<file path="src/rtl/tag_rx_ctrl_if.sv">
// rtl/tag_rx_ctrl_if.sv - result handshake bundle between tag_rx_ctrl and its upstream consumer
interface tag_rx_ctrl_if;
    logic         rx_valid;
    logic         rx_ready;
    logic [255:0] rx_data;
    logic [15:0]  rx_len;
    logic [1:0]   rx_status;

    modport master (
        output rx_valid,
        output rx_data,
        output rx_len,
        output rx_status,
        input  rx_ready
    );

    modport slave (
        input  rx_valid,
        input  rx_data,
        input  rx_len,
        input  rx_status,
        output rx_ready
    );
endinterface

</file>
<file path="src/rtl/tag_rx_ctrl.sv">
// rtl/tag_rx_ctrl.sv - receive-window controller arming the FM0 decoder and reporting the reply
module tag_rx_ctrl #(
    parameter logic [15:0] T1_MAX    = 16'd400,
    parameter logic [15:0] FRAME_MAX = 16'd20000
) (
    input  logic          clk,
    input  logic          reset,
    input  logic          start,
    input  logic          abort,
    input  logic [15:0]   exp_len,
    output logic          cdr_rst_n,
    input  logic          cdr_finish,
    input  logic [15:0]   cdr_number,
    input  logic [255:0]  cdr_data,
    output logic          busy,
    tag_rx_ctrl_if.master rx
);

    typedef enum logic [2:0] {
        S_IDLE,
        S_ARM,
        S_LISTEN,
        S_CHECK,
        S_DONE
    } state_t;

    localparam logic [15:0] T1_LAST    = T1_MAX - 16'd1;
    localparam logic [15:0] FRAME_LAST = FRAME_MAX - 16'd1;

    state_t       state;
    logic [15:0]  timer;
    logic [15:0]  len_q;
    logic [15:0]  cap_len;
    logic [255:0] cap_data;
    logic         seen;

    always_ff @(posedge clk or negedge reset) begin
        if (!reset) begin
            state        <= S_IDLE;
            timer        <= 16'd0;
            len_q        <= 16'd0;
            cap_len      <= 16'd0;
            cap_data     <= '0;
            seen         <= 1'b0;
            cdr_rst_n    <= 1'b0;
            busy         <= 1'b0;
            rx.rx_valid  <= 1'b0;
            rx.rx_data   <= '0;
            rx.rx_len    <= 16'd0;
            rx.rx_status <= 2'b00;
        end else if (abort) begin
            // Result registers are left alone: an aborted frame issues nothing.
            state       <= S_IDLE;
            cdr_rst_n   <= 1'b0;
            busy        <= 1'b0;
            rx.rx_valid <= 1'b0;
        end else begin
            case (state)
                S_IDLE: begin
                    if (start) begin
                        len_q <= exp_len;
                        busy  <= 1'b1;
                        if (exp_len == 16'd0 || exp_len > 16'd256) begin
                            state        <= S_DONE;
                            rx.rx_valid  <= 1'b1;
                            rx.rx_status <= 2'b10;
                            rx.rx_len    <= 16'd0;
                            rx.rx_data   <= '0;
                        end else begin
                            state <= S_ARM;
                        end
                    end
                end

                S_ARM: begin
                    timer     <= 16'd0;
                    seen      <= 1'b0;
                    cdr_rst_n <= 1'b1;
                    state     <= S_LISTEN;
                end

                S_LISTEN: begin
                    if (timer != 16'hFFFF) begin
                        timer <= timer + 16'd1;
                    end
                    if (cdr_number != 16'd0) begin
                        seen <= 1'b1;
                    end
                    // A finish on the timeout cycle still counts as a reply.
                    if (cdr_finish) begin
                        cap_data <= cdr_data;
                        cap_len  <= cdr_number;
                        state    <= S_CHECK;
                    end else if (timer == FRAME_LAST) begin
                        state        <= S_DONE;
                        cdr_rst_n    <= 1'b0;
                        rx.rx_valid  <= 1'b1;
                        rx.rx_status <= 2'b11;
                        rx.rx_len    <= cdr_number;
                        rx.rx_data   <= '0;
                    end else if (!seen && cdr_number == 16'd0 && timer == T1_LAST) begin
                        state        <= S_DONE;
                        cdr_rst_n    <= 1'b0;
                        rx.rx_valid  <= 1'b1;
                        rx.rx_status <= 2'b01;
                        rx.rx_len    <= cdr_number;
                        rx.rx_data   <= '0;
                    end
                end

                S_CHECK: begin
                    // len_q is always 1..256 here, so zero or oversize counts can never match.
                    state        <= S_DONE;
                    cdr_rst_n    <= 1'b0;
                    rx.rx_valid  <= 1'b1;
                    rx.rx_status <= (cap_len == len_q) ? 2'b00 : 2'b10;
                    rx.rx_len    <= cap_len;
                    rx.rx_data   <= cap_data;
                end

                S_DONE: begin
                    if (rx.rx_ready) begin
                        state       <= S_IDLE;
                        busy        <= 1'b0;
                        rx.rx_valid <= 1'b0;
                    end
                end

                default: begin
                    state     <= S_IDLE;
                    cdr_rst_n <= 1'b0;
                    busy      <= 1'b0;
                end
            endcase
        end
    end

endmodule
</file>
<file path="src/flat_wrapper.sv">
// flat-port wrapper written by rule: the top's interface ports become plain ports
module tag_rx_ctrl_flat 
#(
    parameter logic [15:0] T1_MAX    = 16'd400,
    parameter logic [15:0] FRAME_MAX = 16'd20000
)
  (clk, reset, start, abort, exp_len, cdr_rst_n, cdr_finish, cdr_number, cdr_data, busy, rx_rx_valid, rx_rx_data, rx_rx_len, rx_rx_status, rx_rx_ready);
  tag_rx_ctrl_if rx_i ();
  input  logic clk;
  input  logic reset;
  input  logic start;
  input  logic abort;
  input  logic [15:0] exp_len;
  output logic cdr_rst_n;
  input  logic cdr_finish;
  input  logic [15:0] cdr_number;
  input  logic [255:0] cdr_data;
  output logic busy;
  output wire logic [$bits(rx_i.rx_valid)-1:0] rx_rx_valid;
  output wire logic [$bits(rx_i.rx_data)-1:0] rx_rx_data;
  output wire logic [$bits(rx_i.rx_len)-1:0] rx_rx_len;
  output wire logic [$bits(rx_i.rx_status)-1:0] rx_rx_status;
  input wire logic [$bits(rx_i.rx_ready)-1:0] rx_rx_ready;
  assign rx_rx_valid = rx_i.rx_valid;
  assign rx_rx_data = rx_i.rx_data;
  assign rx_rx_len = rx_i.rx_len;
  assign rx_rx_status = rx_i.rx_status;
  assign rx_i.rx_ready = rx_rx_ready;
  tag_rx_ctrl #(.T1_MAX(T1_MAX), .FRAME_MAX(FRAME_MAX)) u_core (.clk(clk), .reset(reset), .start(start), .abort(abort), .exp_len(exp_len), .cdr_rst_n(cdr_rst_n), .cdr_finish(cdr_finish), .cdr_number(cdr_number), .cdr_data(cdr_data), .busy(busy), .rx(rx_i));
endmodule
</file>
<file path="config.mk">
export PLATFORM = sky130hd
export DESIGN_NAME = tag_rx_ctrl_flat
export DESIGN_NICKNAME = d
export VERILOG_FILES = /design/src/rtl/tag_rx_ctrl_if.sv /design/src/rtl/tag_rx_ctrl.sv /design/src/flat_wrapper.sv
export SDC_FILE = /design/constraint.sdc
export NUM_CORES = 1
export LEC_CHECK = 0
export CELL_PAD_IN_SITES_DETAIL_PLACEMENT = 0
export CELL_PAD_IN_SITES_GLOBAL_PLACEMENT = 1
export CORE_UTILIZATION = 39
export CTS_CLUSTER_DIAMETER = 200
export DETAILED_ROUTE_END_ITERATION = 8
export GPL_ROUTABILITY_DRIVEN = 0
export PLACE_DENSITY = 0.89
export SETUP_SLACK_MARGIN = 0.1
export SLEW_MARGIN = 20
export SYNTH_ARGS = -nofsm -noshare
export SYNTH_HDL_FRONTEND = slang
export SYNTH_SLANG_ARGS = --single-unit
export TNS_END_PERCENT = 50
</file>
<file path="constraint.sdc">
create_clock -name clk -period 3.6 [get_ports clk]
set_input_delay 0.72 -clock clk [delete_from_list [all_inputs] [get_ports clk]]
set_output_delay 0.72 -clock clk [all_outputs]
set_load 0.01 [all_outputs]
</file>
=== Yosys cells after proc, flatten, opt, wreduce, memory -nomap -nowiden ===
Cells that the tools add are included.

* Input bits: 294
* Register bits after elaboration: 585
* Logic and storage cells: 106

* Reduce and logical (&&, ||, !) cells: 22
* Equality and inequality tests: 22
* Multiplexer cells: 47
* $lt $le $gt $ge: 1
* Bitwise logic cells: 1
* Add/sub/neg operators: 1

{| class="wikitable"
|+ Operator list
! kind !! number
|-
| 256-bit two-way mux || 5
|-
| 256-bit case mux with 3 select lines || 1
|-
| 16-bit two-way mux || 6
|-
| 16-bit case mux with 3 select lines || 1
|-
| 16-bit zero test || 2
|-
| 16-bit case mux with 2 select lines || 1
|-
| 3-bit two-way mux || 7
|-
| 3-bit AND reduction || 7
|-
| 16-bit by 1-bit adder with 16-bit output, second input constant || 1
|-
| 16-bit by 15-bit equality test with 1-bit output, second input constant || 1
|-
| 16-bit equality test || 1
|-
| 16-bit by 9-bit equality test with 1-bit output, second input constant || 1
|-
| 16-bit by 9-bit greater-than comparator with 1-bit output, second input constant || 1
|-
| 16-bit inequality test, second input constant || 1
|-
| 16-bit nonzero test || 1
|-
| 3-bit case mux with 5 select lines || 1
|-
| 1-bit two-way mux || 14
|-
| 2-bit two-way mux || 6
|-
| 6-bit AND reduction || 2
|-
| 2-bit by 1-bit inequality test with 1-bit output, second input constant || 5
|-
| 3-bit inequality test, second input constant || 3
|-
| 3-bit by 2-bit equality test with 1-bit output, second input constant || 2
|-
| 1-bit case mux with 3 select lines || 2
|-
| 2-bit case mux with 3 select lines || 1
|-
| other kinds (19) || 21
|}

=== Logic depth before layout (Yosys ltp) ===
* Depth after elaboration: 8
* Depth in mapped cells: 11

=== Worst setup path after synthesis ===
No wires, ideal clock.

* Path type: reg2reg
* Start: register u_core.timer[11]
* End: register u_core.rx.rx_len[10]
* Buffers on the path: 5
* Arrival: 2.570 ns
* Data required time: 3.465 ns
* Path slack: 0.896 ns
* Clock period less this slack: 2.704 ns
* Cell stages (with the launch flop): 12
* Cell sequence: dfrtp_1 buf_6 or4_1 or4_1 nor3_2 o211ai_2 buf_6 buf_6 buf_6 buf_2 nand2_1 o31ai_1

* Word-level cells in the longest chain between the ends: 4
* Elaborated cells between the ends (all ways): 8

{| class="wikitable"
|+ Ends and longest elaborated chain
! element !! line !! text
|-
| start, declared || tag_rx_ctrl.sv:31 || <nowiki>logic [15:0] timer;</nowiki>
|-
| start signal, assigned || tag_rx_ctrl.sv:84 || <nowiki>timer <= timer + 16'd1;</nowiki>
|-
| 16-bit by 9-bit equality test with 1-bit output / 16-bit by 15-bit equality test with 1-bit output (equally long branches) || tag_rx_ctrl.sv:101, tag_rx_ctrl.sv:94 ||
|-
| 1-bit logical AND / 16-bit two-way mux (equally long branches) || tag_rx_ctrl.sv:101, tag_rx_ctrl.sv:94 ||
|-
| 3-bit by 1-bit inequality test with 1-bit output (no source line) / 16-bit two-way mux (equally long branches) || - ||
|-
| 6-bit AND reduction (no source line) / 16-bit case mux with 3 select lines (equally long branches) || - ||
|-
| end signal, assigned || tag_rx_ctrl.sv:99 || <nowiki>rx.rx_len <= cdr_number;</nowiki>
|-
| end signal, assigned || tag_rx_ctrl.sv:106 || <nowiki>rx.rx_len <= cdr_number;</nowiki>
|-
| end signal, assigned || tag_rx_ctrl.sv:117 || <nowiki>rx.rx_len <= cap_len;</nowiki>
|-
| end, declared || tag_rx_ctrl_if.sv:12 || <nowiki>output rx_len,</nowiki>
|}

Parallel ways exist; a longest one is shown, timed or not. The select of a mux whose other input is x is not followed.
A chain may end at the register's enable or synchronous reset.

=== Final worst setup path ===
* Start: register u_core.timer[11]
* End: register u_core.rx.rx_data[60]

* Word-level cells in the longest chain between the ends: 4
* Elaborated cells between the ends (all ways): 8

{| class="wikitable"
|+ Ends and longest elaborated chain
! element !! line !! text
|-
| 16-bit by 9-bit equality test with 1-bit output / 16-bit by 15-bit equality test with 1-bit output (equally long branches) || tag_rx_ctrl.sv:101, tag_rx_ctrl.sv:94 ||
|-
| 1-bit logical AND / 256-bit two-way mux (equally long branches) || tag_rx_ctrl.sv:101, tag_rx_ctrl.sv:94 ||
|-
| 3-bit by 1-bit inequality test with 1-bit output (no source line) / 256-bit two-way mux (equally long branches) || - ||
|-
| 6-bit AND reduction (no source line) / 256-bit case mux with 3 select lines (equally long branches) || - ||
|-
| end signal, assigned || tag_rx_ctrl.sv:118 || <nowiki>rx.rx_data <= cap_data;</nowiki>
|-
| end, declared || tag_rx_ctrl_if.sv:11 || <nowiki>output rx_data,</nowiki>
|}

Parallel ways exist; a longest one is shown, timed or not. The select of a mux whose other input is x is not followed.

==> impl_metrics.sql <==
INSERT INTO impl_metrics (metric_group, metric, value, unit) VALUES
('worst_setup_path', 'rr_worst_depth', '8', ''),
('outcome', 'run_status', 'completed', ''),
('cts', 'cts_inserted_buffers', '61', ''),
('cts', 'cts_tree', 'done', ''),
('timing', 'timing_max_transition_violations_final', '0', ''),
('worst_setup_path', 'worst_ep_required_time', '4070', 'ps'),
('worst_setup_path', 'critical_path.startpoint', 'u_core.timer[11]', ''),
('power', 'cellLeakagePower', '13.8', 'nW'),
('min_path', 'worst_hold_path_type', 'input pin to asynchronous set/reset pin', ''),
('timing', 'layout_worst_path_cycle_share', '76.1', '%'),
('finish', 'commonest_cells_after_routing_fill_and_taps_aside', '585 x sky130_fd_sc_hd__dfrtp_1, 569 x sky130_fd_sc_hd__clkdlybuf4s50_1, 542 x sky130_fd_sc_hd__nand2_1', ''),
('cts', 'cts-hold-fix-buffers', '0', ''),
('finish', 'area.sequential', '14600', 'um^2'),
('synth', 'yosys-top-cells-area', 'sky130_fd_sc_hd__dfrtp_1 63%, sky130_fd_sc_hd__mux2_2 14%, sky130_fd_sc_hd__nand2_1 8.8%', ''),
('placement', 'hpwlAfterDp', '43000', 'um'),
('synth', 'synth-warning-count', '0', ''),
('worst_setup_path', 'critical_path_arrival', '3210', 'ps'),
('route', 'total_vias_in_the_final_route', '16700', ''),
('flow_run', 'drv_cap', '0', ''),
('finish', 'total_number_of_nets_in_the_final_design', '2845', ''),
('floorplan', 'initial_core_util', '39.8', '%'),
('cts', 'post_cts_buffers', '0', ''),
('worst_setup_path', 'cp_common_cell', 'sky130_fd_sc_hd__or4_1', ''),
('synth', 'synth_top_area_cell', 'sky130_fd_sc_hd__dfrtp_1', ''),
('cts', 'ctsHtreeMaxLevel', '2', ''),
('synth', 'synth_edf_count', '0', ''),
('worst_setup_path', 'crit_path_end_kind', 'register', ''),
('worst_setup_path', 'path_cells', 'or4_1, or4_1, nor3_2, o211ai_4, buf_12, buf_4, nand2_1, o21ai_1', ''),
('synth', 'netlist-cell-type-count', '41', ''),
('power', 'ir_worst_vdd', '0.368', 'mV'),
('route', 'drt-initial-drc-count', '858', ''),
('synth', 'synth-seq-area-share', '63.2', '%'),
('floorplan', 'row_count', '88', ''),
('global_routing', 'grt_max_degree', '132', ''),
('finish', 'final_common_cell', 'sky130_fd_sc_hd__dfrtp_1', ''),
('worst_setup_path', 'worst-path-stages', '8', ''),
('synth', 'syn_avg_cell_area', '11.7', 'um^2'),
('global_routing', 'first_global_vias', '17400', ''),
('finish', 'fillers', '4818', ''),
('synth', 'cell_area_after_synthesis', '23200', 'um^2'),
('floorplan', 'io-pin-count', '571', ''),
('route', 'number_of_nets_still_failing_antenna_checks_after_routing', '0', ''),
('cts', 'clk_path_buf_depth', '3', ''),
('timing', 'fin_worst_hold_slack', '160', 'ps'),
('cts', 'clk_pin_slew_worst_paths', '60', 'ps'),
('route', 'post_route_drc_violation_count', '0', ''),
('worst_setup_path', 'r2r_start', 'u_core.timer[11]', ''),
('cts', 'clock_sinks', '585', ''),
('route', 'route.detailed.vias_per_inst', '4.95', ''),
('timing', 'timing.slew.headroom', '46.2', '%'),
('route', 'finalWirelength', '60800', 'um'),
('worst_setup_path', 'cpPeakStageDelay', '510', 'ps'),
('global_routing', 'grt_use_total', '19.8', '%'),
('floorplan', 'floorplan.die.height', '246', 'um'),
('timing', 'worst_clk_skew', '11.4', 'ps'),
('global_routing', 'globalRoute.totalOverflow', '0', ''),
('synth', 'asyncSetResetFlopFracSynth', '100', '%'),
('timing', 'max_freq', '0.365', 'GHz'),
('synth', 'synth.top_cell.area_share', '63.2', '%'),
('finish', 'post_route_cells_drive_above_1_share', '17.6', '%'),
('timing', 'setup_violations', '0', ''),
('route', 'drt-wirelength-per-cell', '18.1', 'um'),
('timing', 'worst_slew_pin_slew', '808', 'ps'),
('worst_setup_path', 'timing.critical_path.from_type', 'register', ''),
('synth', 'syn-num-nets', '2283', ''),
('worst_setup_path', 'crit_type', 'register to register', ''),
('timing', 'setup_total_negative_slack', '0', 'ps'),
('finish', 'synthToLayoutAreaGrowth', '38.3', '%'),
('cts', 'clk-insertion-delay-late', '610', 'ps'),
('finish', 'multi_input_logic_area', '7830', 'um^2'),
('placement', 'io_buffer_count', '570', '');
-- worst paths after layout --
check / end / slack (ps)
worst max-delay path: u_core.rx.rx_data[60] / 860
worst min-delay path: u_core.cap_data[127] / 160
worst max register to register: u_core.rx.rx_data[60] / 860
worst min register to register: u_core.rx.rx_data[249] / 480
max in group asynchronous: u_core.cap_data[85] / 2460
min in group clk: u_core.rx.rx_data[249] / 480
-- Yosys cell counts, types with 3 or more instances --
| cell type | n |
|---|---|
| sky130_fd_sc_hd__nor3_1 | 9 |
| sky130_fd_sc_hd__o21ai_1 | 193 |
| sky130_fd_sc_hd__nor4b_1 | 3 |
| sky130_fd_sc_hd__nor2_1 | 24 |
| sky130_fd_sc_hd__nand2b_1 | 3 |
| sky130_fd_sc_hd__clkbuf_1 | 100 |
| sky130_fd_sc_hd__or4_1 | 6 |
| sky130_fd_sc_hd__inv_1 | 5 |
| sky130_fd_sc_hd__nor2b_1 | 3 |
| sky130_fd_sc_hd__mux2i_1 | 16 |
| sky130_fd_sc_hd__a21oi_1 | 10 |
| sky130_fd_sc_hd__xnor2_1 | 13 |
| sky130_fd_sc_hd__nand3_1 | 9 |
| sky130_fd_sc_hd__nand2_1 | 543 |
| sky130_fd_sc_hd__mux2_2 | 288 |
| sky130_fd_sc_hd__o21ai_0 | 72 |
| sky130_fd_sc_hd__xor2_1 | 16 |
| sky130_fd_sc_hd__o31ai_1 | 16 |
| sky130_fd_sc_hd__nor4_1 | 15 |
| sky130_fd_sc_hd__buf_6 | 28 |
| sky130_fd_sc_hd__dfrtp_1 | 585 |
| sky130_fd_sc_hd__nand4_1 | 6 |
-- worst register-to-register path, stage by stage, from the launching register on --
cell	delay, ps
sky130_fd_sc_hd__dfrtp_1	450
sky130_fd_sc_hd__or4_1	510
sky130_fd_sc_hd__or4_1	500
sky130_fd_sc_hd__nor3_2	330
sky130_fd_sc_hd__o211ai_4	160
sky130_fd_sc_hd__buf_12	210
sky130_fd_sc_hd__buf_4	240
sky130_fd_sc_hd__nand2_1	130
sky130_fd_sc_hd__o21ai_1	80
-- per-stage QoR --
step | total power, mW | setup slack [ps] | instances | utilization [%] | area, um^2
CTS | 14.9 | 879 | 3363 | 55.1 | 32000
finish | 14.7 | 861 | 3370 | 55.1 | 32000
global placement | 8.30 | 315 | 3251 | 51.4 | 29900
floorplan | 7.70 | 896 | 1988 | - | 23200
detailed placement | 8.36 | 302 | 3252 | 51.4 | 29900
global route | 15.3 | 765 | 3369 | 55.1 | 32000
-- final cells by class --
| class | count | share of cell area [%] |
|---|---|---|
| inverters | 5 | 0.0586 |
| diodes | 7 | 0.0547 |
| multi-input cells | 1267 | 24.5 |
| well taps | 765 | 2.99 |
| flip-flops and latches | 585 | 45.7 |
| clock buffers | 87 | 5.64 |
| repair buffers | 630 | 20.2 |
| clock inverters | 24 | 0.910 |
-- state kept, by name, summed over array words and instances (netlist names) --
| name | cells |
|---|---|
| u_core.cap_data | 256 |
| u_core.rx.rx_data | 256 |
| u_core.cap_len | 16 |
| u_core.len_q | 16 |
| u_core.rx.rx_len | 16 |
| u_core.timer | 16 |
| u_core.state | 3 |
| u_core.rx.rx_status | 2 |
| u_core.busy | 1 |
| u_core.cdr_rst_n | 1 |
| u_core.rx.rx_valid | 1 |
| u_core.seen | 1 |
-- metal layers --
layer  vias to the layer above  track usage (%)  routed length, um
li1                       7817                -                  -
met1                      8247             23.8              23900
met2                       494             33.5              30300
met3                       114             5.43               4520
met4                         0             8.17               2070
met5                         -                0                  0
-- logic make-up after synthesis --
| group | synth area share [%] |
|---|---|
| and+or+nand+nor | 11.0 |
| DFF | 63.2 |
| muxes | 14.8 |
| AOI/OAI and AO/OA | 6.81 |
| buffers and inverters | 3.12 |
| xor gates and xnor gates | 1.10 |
| adders and majority gates | 0.0540 |
-- report_power, final --
part	switching, mW	internal [mW]	leakage, nW
logic	0.467	0.644	4.89
clock network	2.60	3.90	1.03
registers	0.201	6.91	7.91
total	3.27	11.5	13.8
(Power assumes the default switching activity.)
